<file path="src/rtl/pipeline_ctrl_if.sv">
// Hazard-control bundle between the pipeline datapath and pipeline_ctrl.
interface pipeline_ctrl_if;
  localparam int unsigned REG_W   = 5;
  localparam int unsigned STATE_W = 2;
  localparam int unsigned STALL_W = 32;
  localparam int unsigned FLUSH_W = 16;

  // Datapath status seen by the controller
  logic [REG_W-1:0]   IFID_RS1;
  logic [REG_W-1:0]   IFID_RS2;
  logic               IDEX_MemRead;
  logic [REG_W-1:0]   IDEX_RD;
  logic               EXMEM_Branch_Taken;
  logic               EXMEM_MemAccess;
  logic               dmem_ready;

  // Controller decisions and observability
  logic               PC_Write;
  logic               IFID_Write;
  logic               IFID_Flush;
  logic               IDEX_Flush;
  logic               EXMEM_Flush;
  logic               MEMWB_Flush;
  logic               Pipe_Hold;
  logic [STATE_W-1:0] state;
  logic               mem_timeout;
  logic [STALL_W-1:0] stall_count;
  logic [FLUSH_W-1:0] flush_count;

  // Datapath side: supplies status, consumes controls
  modport master (
    output IFID_RS1, IFID_RS2, IDEX_MemRead, IDEX_RD,
           EXMEM_Branch_Taken, EXMEM_MemAccess, dmem_ready,
    input  PC_Write, IFID_Write, IFID_Flush, IDEX_Flush, EXMEM_Flush,
           MEMWB_Flush, Pipe_Hold, state, mem_timeout, stall_count, flush_count
  );

  // Controller side
  modport slave (
    input  IFID_RS1, IFID_RS2, IDEX_MemRead, IDEX_RD,
           EXMEM_Branch_Taken, EXMEM_MemAccess, dmem_ready,
    output PC_Write, IFID_Write, IFID_Flush, IDEX_Flush, EXMEM_Flush,
           MEMWB_Flush, Pipe_Hold, state, mem_timeout, stall_count, flush_count
  );
endinterface

</file>
<file path="src/rtl/pipeline_ctrl.sv">
// Pipeline hazard controller: memory-wait stall with timeout, branch flush,
// load-use interlock, plus stall/flush event counters.
module pipeline_ctrl (
  input  logic          clk,
  input  logic          reset,
  pipeline_ctrl_if.slave bus
);
  localparam int unsigned WAIT_W  = 8;
  localparam int unsigned STALL_W = 32;
  localparam int unsigned FLUSH_W = 16;

  typedef enum logic [1:0] {
    RUN      = 2'b00,
    MEM_WAIT = 2'b01,
    HALT     = 2'b10
  } state_e;

  state_e              state_q, state_d;
  logic [WAIT_W-1:0]   wait_cnt_q, wait_cnt_d;
  logic                timeout_q, timeout_d;
  logic [STALL_W-1:0]  stall_cnt_q;
  logic [FLUSH_W-1:0]  flush_cnt_q;

  logic mem_stall;
  logic eval_run;
  logic load_use;
  logic pc_write_c, ifid_write_c;
  logic ifid_flush_c, idex_flush_c, exmem_flush_c, memwb_flush_c;
  logic pipe_hold_c;

  // Load-use hazard: EX-stage load writes a register the ID instruction reads
  assign load_use = bus.IDEX_MemRead && (bus.IDEX_RD != 5'd0) &&
                    ((bus.IDEX_RD == bus.IFID_RS1) || (bus.IDEX_RD == bus.IFID_RS2));

  // Next-state and zero-latency control decode
  always_comb begin
    state_d       = state_q;
    wait_cnt_d    = wait_cnt_q;
    timeout_d     = timeout_q;
    mem_stall     = 1'b0;
    eval_run      = 1'b0;
    pc_write_c    = 1'b1;
    ifid_write_c  = 1'b1;
    ifid_flush_c  = 1'b0;
    idex_flush_c  = 1'b0;
    exmem_flush_c = 1'b0;
    memwb_flush_c = 1'b0;
    pipe_hold_c   = 1'b0;

    case (state_q)
      RUN: begin
        eval_run = 1'b1;
        if (bus.EXMEM_MemAccess && !bus.dmem_ready) begin
          mem_stall  = 1'b1;
          state_d    = MEM_WAIT;
          wait_cnt_d = '0;
        end
      end
      MEM_WAIT: begin
        if (!bus.dmem_ready) begin
          mem_stall = 1'b1;
          if (wait_cnt_q == 8'hFF) begin
            state_d   = HALT;
            timeout_d = 1'b1;
          end else begin
            wait_cnt_d = wait_cnt_q + 8'd1;
          end
        end else begin
          // Memory finished: behave like RUN with the memory condition met
          eval_run = 1'b1;
          state_d  = RUN;
        end
      end
      HALT: begin
        mem_stall = 1'b1;
      end
      default: begin
        eval_run = 1'b1;
        state_d  = RUN;
      end
    endcase

    if (mem_stall) begin
      pc_write_c    = 1'b0;
      ifid_write_c  = 1'b0;
      pipe_hold_c   = 1'b1;
      memwb_flush_c = 1'b1;
    end else if (eval_run) begin
      if (bus.EXMEM_Branch_Taken) begin
        ifid_flush_c  = 1'b1;
        idex_flush_c  = 1'b1;
        exmem_flush_c = 1'b1;
      end else if (load_use) begin
        pc_write_c   = 1'b0;
        ifid_write_c = 1'b0;
        idex_flush_c = 1'b1;
      end
    end
  end

  // State, wait counter, sticky timeout and event counters
  always_ff @(posedge clk or posedge reset) begin
    if (reset) begin
      state_q     <= RUN;
      wait_cnt_q  <= '0;
      timeout_q   <= 1'b0;
      stall_cnt_q <= '0;
      flush_cnt_q <= '0;
    end else begin
      state_q    <= state_d;
      wait_cnt_q <= wait_cnt_d;
      timeout_q  <= timeout_d;
      if (!pc_write_c && (stall_cnt_q != 32'hFFFF_FFFF)) begin
        stall_cnt_q <= stall_cnt_q + 32'd1;
      end
      if (exmem_flush_c) begin
        flush_cnt_q <= flush_cnt_q + 16'd1;
      end
    end
  end

  assign bus.PC_Write    = pc_write_c;
  assign bus.IFID_Write  = ifid_write_c;
  assign bus.IFID_Flush  = ifid_flush_c;
  assign bus.IDEX_Flush  = idex_flush_c;
  assign bus.EXMEM_Flush = exmem_flush_c;
  assign bus.MEMWB_Flush = memwb_flush_c;
  assign bus.Pipe_Hold   = pipe_hold_c;
  assign bus.state       = 2'(state_q);
  assign bus.mem_timeout = timeout_q;
  assign bus.stall_count = stall_cnt_q;
  assign bus.flush_count = flush_cnt_q;
endmodule

</file>
<file path="src/flat_wrapper.sv">
// flat-port wrapper written by rule: the top's interface ports become plain ports
module pipeline_ctrl_flat 
  (clk, reset, bus_IFID_RS1, bus_IFID_RS2, bus_IDEX_MemRead, bus_IDEX_RD, bus_EXMEM_Branch_Taken, bus_EXMEM_MemAccess, bus_dmem_ready, bus_PC_Write, bus_IFID_Write, bus_IFID_Flush, bus_IDEX_Flush, bus_EXMEM_Flush, bus_MEMWB_Flush, bus_Pipe_Hold, bus_state, bus_mem_timeout, bus_stall_count, bus_flush_count);
  pipeline_ctrl_if bus_i ();
  input  logic clk;
  input  logic reset;
  input wire logic [$bits(bus_i.IFID_RS1)-1:0] bus_IFID_RS1;
  input wire logic [$bits(bus_i.IFID_RS2)-1:0] bus_IFID_RS2;
  input wire logic [$bits(bus_i.IDEX_MemRead)-1:0] bus_IDEX_MemRead;
  input wire logic [$bits(bus_i.IDEX_RD)-1:0] bus_IDEX_RD;
  input wire logic [$bits(bus_i.EXMEM_Branch_Taken)-1:0] bus_EXMEM_Branch_Taken;
  input wire logic [$bits(bus_i.EXMEM_MemAccess)-1:0] bus_EXMEM_MemAccess;
  input wire logic [$bits(bus_i.dmem_ready)-1:0] bus_dmem_ready;
  output wire logic [$bits(bus_i.PC_Write)-1:0] bus_PC_Write;
  output wire logic [$bits(bus_i.IFID_Write)-1:0] bus_IFID_Write;
  output wire logic [$bits(bus_i.IFID_Flush)-1:0] bus_IFID_Flush;
  output wire logic [$bits(bus_i.IDEX_Flush)-1:0] bus_IDEX_Flush;
  output wire logic [$bits(bus_i.EXMEM_Flush)-1:0] bus_EXMEM_Flush;
  output wire logic [$bits(bus_i.MEMWB_Flush)-1:0] bus_MEMWB_Flush;
  output wire logic [$bits(bus_i.Pipe_Hold)-1:0] bus_Pipe_Hold;
  output wire logic [$bits(bus_i.state)-1:0] bus_state;
  output wire logic [$bits(bus_i.mem_timeout)-1:0] bus_mem_timeout;
  output wire logic [$bits(bus_i.stall_count)-1:0] bus_stall_count;
  output wire logic [$bits(bus_i.flush_count)-1:0] bus_flush_count;
  assign bus_i.IFID_RS1 = bus_IFID_RS1;
  assign bus_i.IFID_RS2 = bus_IFID_RS2;
  assign bus_i.IDEX_MemRead = bus_IDEX_MemRead;
  assign bus_i.IDEX_RD = bus_IDEX_RD;
  assign bus_i.EXMEM_Branch_Taken = bus_EXMEM_Branch_Taken;
  assign bus_i.EXMEM_MemAccess = bus_EXMEM_MemAccess;
  assign bus_i.dmem_ready = bus_dmem_ready;
  assign bus_PC_Write = bus_i.PC_Write;
  assign bus_IFID_Write = bus_i.IFID_Write;
  assign bus_IFID_Flush = bus_i.IFID_Flush;
  assign bus_IDEX_Flush = bus_i.IDEX_Flush;
  assign bus_EXMEM_Flush = bus_i.EXMEM_Flush;
  assign bus_MEMWB_Flush = bus_i.MEMWB_Flush;
  assign bus_Pipe_Hold = bus_i.Pipe_Hold;
  assign bus_state = bus_i.state;
  assign bus_mem_timeout = bus_i.mem_timeout;
  assign bus_stall_count = bus_i.stall_count;
  assign bus_flush_count = bus_i.flush_count;
  pipeline_ctrl u_core (.clk(clk), .reset(reset), .bus(bus_i));
endmodule
</file>
<file path="config.mk">
export PLATFORM = sky130hd
export DESIGN_NAME = pipeline_ctrl_flat
export DESIGN_NICKNAME = d
export VERILOG_FILES = /design/src/rtl/pipeline_ctrl_if.sv /design/src/rtl/pipeline_ctrl.sv /design/src/flat_wrapper.sv
export SDC_FILE = /design/constraint.sdc
export NUM_CORES = 1
export LEC_CHECK = 0
export ABC_AREA = 1
export BUFFER_PORTS_ARGS = -buffer_cell sky130_fd_sc_hd__buf_2
export CAP_MARGIN = 0
export CORE_UTILIZATION = 43
export CTS_CLUSTER_DIAMETER = 120
export DETAILED_ROUTE_END_ITERATION = 8
export PLACE_DENSITY = 0.68
export SYNTH_ARGS = -nofsm -noshare
export SYNTH_HDL_FRONTEND = slang
export SYNTH_SLANG_ARGS = --single-unit
</file>
<file path="constraint.sdc">
create_clock -name clk -period 1.6 [get_ports clk]
set_input_delay 0.24 -clock clk [delete_from_list [all_inputs] [get_ports clk]]
set_output_delay 0.24 -clock clk [all_outputs]
set_load 0.005 [all_outputs]
</file>
==> results of run 1 <==
## area by class of cell
type	count	area, um2	share of cell area
well taps	105	131	0.0228
clock inverters	6	90.1	0.0156
multi-input cells	410	2270	0.394
flip-flops and latches	59	1480	0.257
repair buffers	178	1380	0.240
clock buffers	10	128	0.0221
inverters	69	283	0.0491
## worst max path at each step
stage                                                from                                endpoint  slack (ns)  cells after the start
finish                    u_core.bus.state[0]$_DFFE_PP0P_                            bus_PC_Write       -0.20                      8
global route              u_core.bus.state[1]$_DFFE_PP0P_                          bus_IFID_Write       -0.28                      9
CTS                       u_core.bus.state[1]$_DFFE_PP0P_                            bus_PC_Write       -0.19                      8
detailed placement        u_core.bus.state[1]$_DFFE_PP0P_  u_core.bus.flush_count[12]$_DFFE_PP0P_       -0.09                      8
global placement    u_core.bus.stall_count[1]$_DFFE_PP0P_  u_core.bus.stall_count[29]$_DFFE_PP0P_       -0.05                     12
floorplan           u_core.bus.stall_count[0]$_DFFE_PP0P_   u_core.bus.stall_count[3]$_DFFE_PP0P_       -0.07                     10
## cells in the mapped netlist (all sizes together)
library cell / n / share of area
ha: 3 / 0.0099
o21ai: 10 / 0.013
or2: 1 / 0.0016
o21bai: 1 / 0.0020
nand4: 15 / 0.025
a21oi: 1 / 0.0013
a31oi: 1 / 0.0016
nor2: 65 / 0.071
nand3: 59 / 0.079
a31o: 1 / 0.0023
inv: 69 / 0.068
nand2: 203 / 0.20
dfrtp: 59 / 0.39
nor3: 11 / 0.016
buf: 14 / 0.029
xor2: 18 / 0.041
nand3b: 6 / 0.012
xnor2: 13 / 0.030
nor3b: 2 / 0.0040
## power groups by stage
stage | clock network, mW | logic (mW) | registers [mW]
after floorplan | 0 | 0.0663 | 1.53
after global placement | 0 | 0.119 | 1.53
after detailed placement | 0 | 0.124 | 1.53
after CTS | 1.57 | 0.128 | 1.50
after global routing | 1.64 | 0.150 | 1.51
final | 1.57 | 0.130 | 1.51
## layer usage
metal | vias to the layer above | share of wire | global-route usage | routed length [um]
met1 | 2078 | 0.41 | 0.316 | 5070
met2 | 193 | 0.50 | 0.449 | 6200
li1 | 2082 | - | - | -
met4 | 0 | 0.024 | 0.112 | 295
met3 | 31 | 0.061 | 0.0427 | 749
met5 | - | 0 | 0 | 0
## through the flow
| stage | utilization | area (um2) | hold slack (ns) | setup slack (ns) | instances |
|---|---|---|---|---|---|
| floorplan | - | 3810 | 0.337 | -0.0747 | 552 |
| global placement | 0.568 | 4760 | 0.253 | -0.0523 | 788 |
| detailed placement | 0.568 | 4760 | 0.256 | -0.0889 | 788 |
| CTS | 0.650 | 5440 | 0.111 | -0.194 | 830 |
| global route | 0.687 | 5760 | 0.131 | -0.284 | 837 |
| finish | 0.687 | 5760 | 0.120 | -0.198 | 837 |
## worst register-to-register path: stages (launching register included)
cell and delay, ns:
dfrtp_1 0.46, nand4_1 0.26, nor2_4 0.23, buf_4 0.16, nand3_1 0.11, o21ai_0 0.19
nand2_1 0.07, nand3_1 0.08, nand2_1 0.06
## what timing repair did
item	in CTS	in global routing
cloned	5	2
endpoints found under the setup margin	42	51
gates resized for setup	47	64
pin swaps	19	25
hold buffers	1	0
setup buffers	21	7
endpoints found under the hold margin	15	0
## flip-flops by register name, summed over array words and instances (netlist names)
| name | flops |
|---|---|
| u_core.bus.flush_count | 16 |
| u_core.bus.mem_timeout | 1 |
| u_core.bus.stall_count | 32 |
| u_core.bus.state | 2 |
| u_core.wait_cnt_q | 8 |
## cell families (layout without fill, tap and decap cells)
group,after synthesis,count (layout)
simple gates,362,362
buf+inv,83,263
flops,59,59
xor+xnor,31,31
compound gates,14,14
fa+ha+maj,3,3
==> run_results.csv, run 1 <==
group,metric,value,unit
clock_tree,cts_buffer_depth,2,
synthesis,ys.warnings.count,0,
pwr,seq_power_share,0.470,
timing,finalSetupTns,-3.30,ns
synthesis,postSynthCellCount,552,
grt,grt_max_degree,45,
placed_design,finalWeightedCongestion,0.880,
timing,finClkSkew,0.0128,ns
grt,gr-total-overflow,0,
flow_run,drv_cap,0,
timing,drv_slew,0,
route,drt_iter0_drc,312,
timing,hold_viol_final,0,
critical_path,crit_slowest_cell,"dfrtp_1",
timing,fin_crit_sh,1.12,
synthesis,syn_area_per_cell,6.88,um2
grt,antenna_found_initial,0,
layout,fill_cells,660,
clock_tree,clock_latency,0.35,ns
clock_tree,cts_tree,"built",
layout,layout_common_cells,"183 x nand2_1, 79 x buf_4, 78 x buf_2",
route,postRouteWirelength,12300,um
grt,grt_pass1_wl,18200,um
hold_path,whs_endpoint,"u_core.bus.mem_timeout$_DFFE_PP0P_",
synthesis,synthSimpleGateAreaFrac,0.412,
layout,layout_commonest_cell,"nand2_1",
hold_path,min_from,"bus_dmem_ready",
pwr,clock_power_share,0.489,
pwr,comb_power_share,0.041,
outcome,outcome,"finished, violations left",
clock_tree,numClockSinks,59,
critical_path,crit-reg2reg-launch,"u_core.bus.stall_count[18]$_DFFE_PP0P_",
critical_path,start_kind,"register",
die,start_util,0.453,
grt,grt_pass1_vias,4014,
pwr,powerDensity,556,nW/um2
timing,post-route-min-period,1.80,ns
critical_path,worstPathRequired,1.36,ns
placed_design,place_hpwl,7530,um
die,die-height,96.0,um
clock_tree,clkTransAtPathRegs,0.07,ns
placed_design,portBuffers,78,
die,die_area,9220,um2
die,die_x,96.0,um
critical_path,path_delay_family,"simple AND/OR/NAND/NOR gates",
critical_path,endpoint_kind,"output pin",
hold_path,hold_depth,2,
critical_path,cp_common_cell,"nand2_2",
pwr,swShare,0.242,
layout,drive_gt1_frac,0.372,
outcome,violations,"setup timing",
synthesis,synth_fa_ha_area_frac,0.00988,
critical_path,worst-endpoint-arrival,1.56,ns
synthesis,synth_compound_area_frac,0.0204,
critical_path,r2r-end,"u_core.bus.stall_count[24]$_DFFE_PP0P_",
route,routed-via-count,4384,
pwr,power.total,3.20,mW
critical_path,critPathKind,"register to output pin",
timing,worst_pin_slew,0.401,ns
critical_path,slowest_delay,0.41,ns
die,row_count,33,
layout,fin_nets,751,
route,drc,0,
critical_path,worstPathMaxFanout,4,
synthesis,synth.yosys.seq_area_share,0.389,
route,vias_per_cell,5.24,
timing,max_freq,556,MHz
die,ios,79,
synthesis,mappedNetlistArea,3800,um2
grt,grt_use_total,0.259,
critical_path,r2r_cells,8,
route,first_pass_iters,6,
pwr,power_switching,775,uW
synthesis,synth_nets,576,
pwr,ir_drop,0.000424,V
pwr,p_leak,3.09,nW
route,route.detailed.wl_per_inst,14.7,um
synthesis,synth-xor-area-share,0.0715,
layout,diodes,0,
clock_tree,cts_buffers,9,
timing,rsz0062_at_grt,"true",
clock_tree,root_buffer,"clkbuf_8",
critical_path,worst-path-buf-inv,4,
synthesis,synth_top_family_by_area,"simple AND/OR/NAND/NOR gates",
critical_path,worstPathCellList,"inv_1, nand2_1, nand2_2, nor2_4, nand2_2, buf_6, inv_2, buf_2",
synthesis,synth_cell_types,28,
timing,slew_headroom,0.732,
timing,setup_ws,-0.198,ns
timing,final-setup-viol-count,44,
critical_path,worst-r2r-setup-slack,-0.15,ns
route,ant_nets,0,
layout,area_growth,51.6,%
hold_path,min_path_type,"primary input to register",
synthesis,synth.area.mux_share,0,
synthesis,yosys_register_bits,59,
pwr,internal-power,2.43,mW
clock_tree,htreeDepth,3,
die,core_area,8380,um2
Note: power is estimated with default switching activity, not from simulation.
==> run 2, diff against run 1 <==
HOLD_SLACK_MARGIN = 0.03   (was not set)
SETUP_SLACK_MARGIN = 0.5   (was not set)
==> run 2 against run 1 <==
Net effect: the flow still finishes with violations (setup timing); cell area is 14% higher; final cell count is 4.7% higher; combinational power is 6% higher; hold slack worse by 0.0035 ns; sequential power hardly changed; global-route usage is 1.3 points higher; non-clock buffer count is 39 higher; critical path depth stayed put; flip-flop and latch count stayed put; register-to-register slack worse by 0.07 ns; routed wire length is 12% higher; largest cell class unchanged; largest power group is now registers.
==> run_results.csv, run 2 (synthesis results as in run 1) <==
group,metric,value,unit
timing,worst_pin_slew,0.329,ns
hold_path,min_path_type,"primary input to register",
critical_path,worst-endpoint-arrival,1.61,ns
route,drt_iter0_drc,242,
timing,drv_slew,0,
timing,rsz0062_at_grt,"true",
placed_design,finalWeightedCongestion,0.865,
clock_tree,cts_buffer_depth,2,
clock_tree,root_buffer,"clkbuf_8",
critical_path,worstPathMaxFanout,4,
pwr,p_leak,3.40,nW
clock_tree,clock_latency,0.35,ns
pwr,power.total,3.11,mW
die,die_area,9220,um2
hold_path,hold_depth,2,
layout,layout_common_cells,"170 x nand2_1, 89 x buf_6, 73 x buf_4",
pwr,ir_drop,0.000382,V
route,routed-via-count,4586,
timing,max_freq,540,MHz
grt,antenna_found_initial,0,
layout,stdcell_count,876,
die,start_util,0.453,
timing,setup_ws,-0.251,ns
placed_design,portBuffers,78,
placed_design,numPlacedInstances,787,
layout,layout_commonest_cell,"nand2_1",
route,first_pass_iters,7,
flow_run,drv_cap,0,
grt,grt_pass1_vias,4139,
grt,grt_pass1_wl,19000,um
die,die-height,96.0,um
timing,slew_headroom,0.779,
route,postRouteWirelength,13700,um
timing,fin_crit_sh,1.16,
route,ant_nets,0,
clock_tree,numClockSinks,59,
pwr,powerDensity,472,nW/um2
die,die_x,96.0,um
route,drc,0,
layout,largest_register_ffs,32,
layout,fin_nets,790,
die,ios,79,
layout,seqCellArea,1490,um2
timing,post-route-min-period,1.85,ns
clock_tree,cts_buffers,9,
clock_tree,cts_tree,"built",
critical_path,r2r_cells,13,
layout,area_growth,73.4,%
layout,multiInputGateArea,2430,um2
critical_path,endpoint_kind,"output pin",
grt,gr-total-overflow,0,
grt,grt_max_degree,57,
layout,postLayoutCoreUtil,0.786,
clock_tree,htreeDepth,3,
critical_path,start_kind,"register",
outcome,outcome,"finished, violations left",
timing,finClkSkew,0.00854,ns
timing,finalSetupTns,-6.78,ns
placed_design,place_hpwl,7690,um
route,vias_per_cell,5.24,
die,row_count,33,
layout,drive_gt1_frac,0.454,
route,route.detailed.wl_per_inst,15.7,um
outcome,violations,"setup timing",
timing,hold_viol_final,0,
layout,diodes,0,
grt,grt_use_total,0.272,
timing,final-setup-viol-count,45,
critical_path,critPathKind,"register to output pin",
critical_path,worstPathRequired,1.36,ns
layout,fill_cells,525,
clock_tree,clkTransAtPathRegs,0.07,ns
die,core_area,8380,um2
-- run 2: cell count changes in the layout (fill, tap and decap cells not counted), sizes merged --
cell and change:
buf +41, clkbuf -2, bufinv -1, clkinv -1, clkinvlp +1, inv +1
-- run 2: worst max-delay path, cell delays in order (launching register included) --
cell and delay (ns):
dfrtp_2 0.46, nor2_4 0.12, nand2_2 0.11, nor2_4 0.13
nor2_4 0.07, buf_12 0.13, nand2_8 0.08, nand2_2 0.06
buf_6 0.11
-- run 2: final cells by class --
cell class / instances / share of cell area
Tap cell: 105 / 0.0199
Timing Repair Buffer: 217 / 0.308
Multi-Input combinational cell: 410 / 0.369
Clock buffer: 10 / 0.0209
Clock inverter: 6 / 0.0108
Sequential cell: 59 / 0.226
Inverter: 69 / 0.0456
-- run 2: worst paths after layout --
check,from,end,slack (ns)
max,u_core.bus.state[1]$_DFFE_PP0P_,bus_IDEX_Flush,-0.25
min,bus_dmem_ready,u_core.bus.state[1]$_DFFE_PP0P_,0.12
max reg2reg,u_core.bus.state[1]$_DFFE_PP0P_,u_core.bus.stall_count[15]$_DFFE_PP0P_,-0.22
min reg2reg,u_core.bus.mem_timeout$_DFFE_PP0P_,u_core.bus.mem_timeout$_DFFE_PP0P_,0.50
max in group asynchronous,reset,u_core.bus.stall_count[17]$_DFFE_PP0P_,0.74
min in group asynchronous,reset,u_core.bus.flush_count[2]$_DFFE_PP0P_,0.35
-- run 2: layer usage --
metal  vias to the layer above  share of wire  global-route usage
li1                       2161              -                   -
met1                      2160           0.38               0.313
met2                       219           0.52               0.471
met3                        46          0.069              0.0585
met4                         0          0.036               0.141
met5                         -              0                   0
-- run 2: report_power, final --
group / switching [mW] / total (mW) / internal [mW]
Sequential: 0.00740 / 1.50 / 1.50
Clock: 0.691 / 1.47 / 0.775
Combinational: 0.0882 / 0.138 / 0.0494
Total: 0.787 / 3.11 / 2.32
-- run 2: stage by stage --
stage | area (um2) | worst slack, ns | hold WS [ns]
detailed placement | 4850 | -0.113 | 0.140
global route | 6590 | -0.317 | 0.113
finish | 6590 | -0.251 | 0.116
CTS | 5870 | -0.258 | 0.0898
floorplan | 3920 | -0.0747 | 0.337
global placement | 4850 | -0.0462 | 0.140
-- run 2: timing repair --
action,in CTS,in global routing
gates resized for setup,104,112
setup endpoints to repair,117,117
hold buffers,1,0
buffers inserted,28,40
pin swaps,11,30
endpoints found under the hold margin,3,0
cloned,4,0
==> run 3, diff against run 2 <==
==> constraint.sdc (replaced) <==
create_clock -name clk -period 1.6 [get_ports clk]
set_input_delay 0.16 -clock clk [delete_from_list [all_inputs] [get_ports clk]]
set_output_delay 0.16 -clock clk [all_outputs]
set_load 0.005 [all_outputs]
==> run 3 against run 2 <==
Net effect: via count grew 3.5%; combinational power about the same; largest power group is now the clock network; total power increased by 4.6%; core utilization grew 2.8 points; clock power is 9.5% higher; hold slack better by 0.22 ns; sequential share of layout area shrank 0.70 points; die area unchanged; final cell count grew 1.1%; highest routed layer unchanged; clock-buffer cell count up 2; routed wire length up 7.1%; sequential power about the same; the run still ends with setup timing left.
==> run_results.csv, run 3 (synthesis results as in run 1) <==
group,metric,value,unit
outcome,outcome,"finished, violations left",
outcome,violations,"setup timing",
route,routed-wl-met3,1040,um
route,first_pass_iters,5,
clock_tree,clkTransAtPathRegs,0.07,ns
grt,grt_pass1_vias,4472,
pwr,clock_power_share,0.494,
timing,setup_ws,-0.227,ns
route,drt_iter0_drc,312,
critical_path,worst-endpoint-arrival,2.07,ns
critical_path,crit-reg2reg-launch,"u_core.bus.stall_count[0]$_DFFE_PP0P_",
timing,rsz0062_at_grt,"true",
timing,post-route-min-period,1.83,ns
timing,drv_slew,0,
route,drc,0,
placed_design,portBuffers,78,
route,routed-via-count,4748,
route,wl_met1,5410,um
clock_tree,numClockSinks,59,
placed_design,placed_area,4860,um2
timing,hold_viol_final,0,
grt,grt_pass1_wl,20700,um
die,row_count,33,
critical_path,r2r_cells,11,
layout,largest_register_ffs,32,
route,wl_met2,7670,um
pwr,power.total,3.25,mW
pwr,comb_power_share,0.043,
pwr,ir_drop,0.000366,V
route,vias_per_cell,5.36,
die,die-height,96.0,um
critical_path,worstPathMaxFanout,7,
placed_design,place_hpwl,7570,um
pwr,seq_power_share,0.463,
grt,grt_max_degree,26,
timing,finClkSkew,0.00822,ns
hold_path,min_path_type,"primary input to async pin",
die,die_x,96.0,um
clock_tree,root_buffer,"clkbuf_8",
route,route.detailed.wl_per_inst,16.6,um
timing,final-setup-viol-count,52,
pwr,internal-power,2.51,mW
timing,slew_headroom,0.719,
grt,gr-total-overflow,0,
clock_tree,clock_latency,0.35,ns
flow_run,drv_cap,0,
critical_path,critPathKind,"register to register",
layout,layout_common_cells,"167 x nand2_1, 91 x buf_6, 78 x buf_4",
die,ios,79,
clock_tree,cts_buffer_depth,2,
critical_path,endpoint_kind,"register",
clock_tree,htreeDepth,3,
clock_tree,cts_buffers,9,
timing,worst_pin_slew,0.420,ns
pwr,swShare,0.227,
layout,layout_commonest_cell,"nand2_1",
layout,fin_nets,800,
layout,area_growth,79.7,%
critical_path,start_kind,"register",
die,core_area,8380,um2
timing,fin_crit_sh,1.14,
die,start_util,0.453,
critical_path,worst-r2r-setup-slack,-0.23,ns
layout,drive_gt1_frac,0.496,
pwr,p_leak,3.54,nW
critical_path,worstPathRequired,1.84,ns
layout,fin_area,6830,um2
grt,grt_use_total,0.296,
layout,diodes,0,
clock_tree,cts_tree,"built",
timing,max_freq,547,MHz
pwr,powerDensity,476,nW/um2
die,die_area,9220,um2
pwr,power_switching,739,uW
layout,fill_cells,468,
placed_design,finalWeightedCongestion,0.931,
route,ant_nets,0,
route,dr.max_layer_used,"met4",
critical_path,startpoint,"u_core.bus.stall_count[0]$_DFFE_PP0P_",
route,postRouteWirelength,14700,um
grt,antenna_found_initial,0,
==> run 3: path summary, 6_finish.rpt <==
path / endpoint
max: u_core.bus.stall_count[25]$_DFFE_PP0P_
min: u_core.bus.mem_timeout$_DFFE_PP0P_
max reg2reg: u_core.bus.stall_count[25]$_DFFE_PP0P_
min reg2reg: u_core.bus.mem_timeout$_DFFE_PP0P_
max in group asynchronous: u_core.bus.stall_count[17]$_DFFE_PP0P_
min in group clk: u_core.bus.flush_count[15]$_DFFE_PP0P_
==> run 3: timing repair <==
item / in CTS / in global routing
pin swaps: 62 / 48
cloned: 4 / 1
setup buffers: 42 / 32
hold buffers: 2 / 0
hold endpoints to repair: 14 / 0
resized for setup: 166 / 80
endpoints found under the setup margin: 93 / 111
==> run 3: metal layers <==
metal  GRT usage  vias to the layer above
li1            -                     2181
met2       0.524                      243
met4       0.163                        0
met3      0.0585                       65
met1       0.331                     2259
met5           0                        -
==> run 3: layout make-up <==
class | count | area (um2) | area share
clock buffer | 12 | 155 | 0.0227
clock inverter | 4 | 72.6 | 0.0106
inverter | 69 | 280 | 0.0410
multi-input combinational | 410 | 2560 | 0.375
sequential | 59 | 1500 | 0.219
tap | 105 | 131 | 0.0192
timing repair buffer | 227 | 2130 | 0.312
==> run 3: power by group through the flow <==
| stage | Sequential (mW) | Combinational [mW] | Clock [mW] |
|---|---|---|---|
| 2_1_floorplan | 1.53 | 0.0670 | 0 |
| 3_3_place_gp | 1.53 | 0.123 | 0 |
| 3_5_place_dp | 1.53 | 0.128 | 0 |
| 4_1_cts | 1.51 | 0.136 | 1.61 |
| 5_1_grt | 1.51 | 0.158 | 1.69 |
| 6_report | 1.51 | 0.139 | 1.61 |
==> run 3: stage by stage <==
stage | TNS [ns] | std cells | util | setup slack (ns) | hold WS (ns)
2_1_floorplan | -1.65 | 552 | - | -0.0747 | 0.257
3_3_place_gp | -0.175 | 789 | 0.580 | -0.0474 | 0.161
3_5_place_dp | -1.44 | 789 | 0.580 | -0.0773 | 0.164
4_1_cts | -2.30 | 853 | 0.746 | -0.165 | 0.245
5_1_grt | -11.80 | 886 | 0.815 | -0.352 | 0.352
6_report | -6.90 | 886 | 0.815 | -0.227 | 0.335
==> run 3: critical path: stages, from the launching register on <==
cell and delay [ns]:
dfrtp_1 0.38, ha_2 0.21, nand2_2 0.09, nor2_4 0.14
nand2_4 0.08, nor2_4 0.16, nand3_4 0.15, buf_6 0.16
buf_6 0.11, buf_6 0.11, nand3_2 0.06, nand2_1 0.06
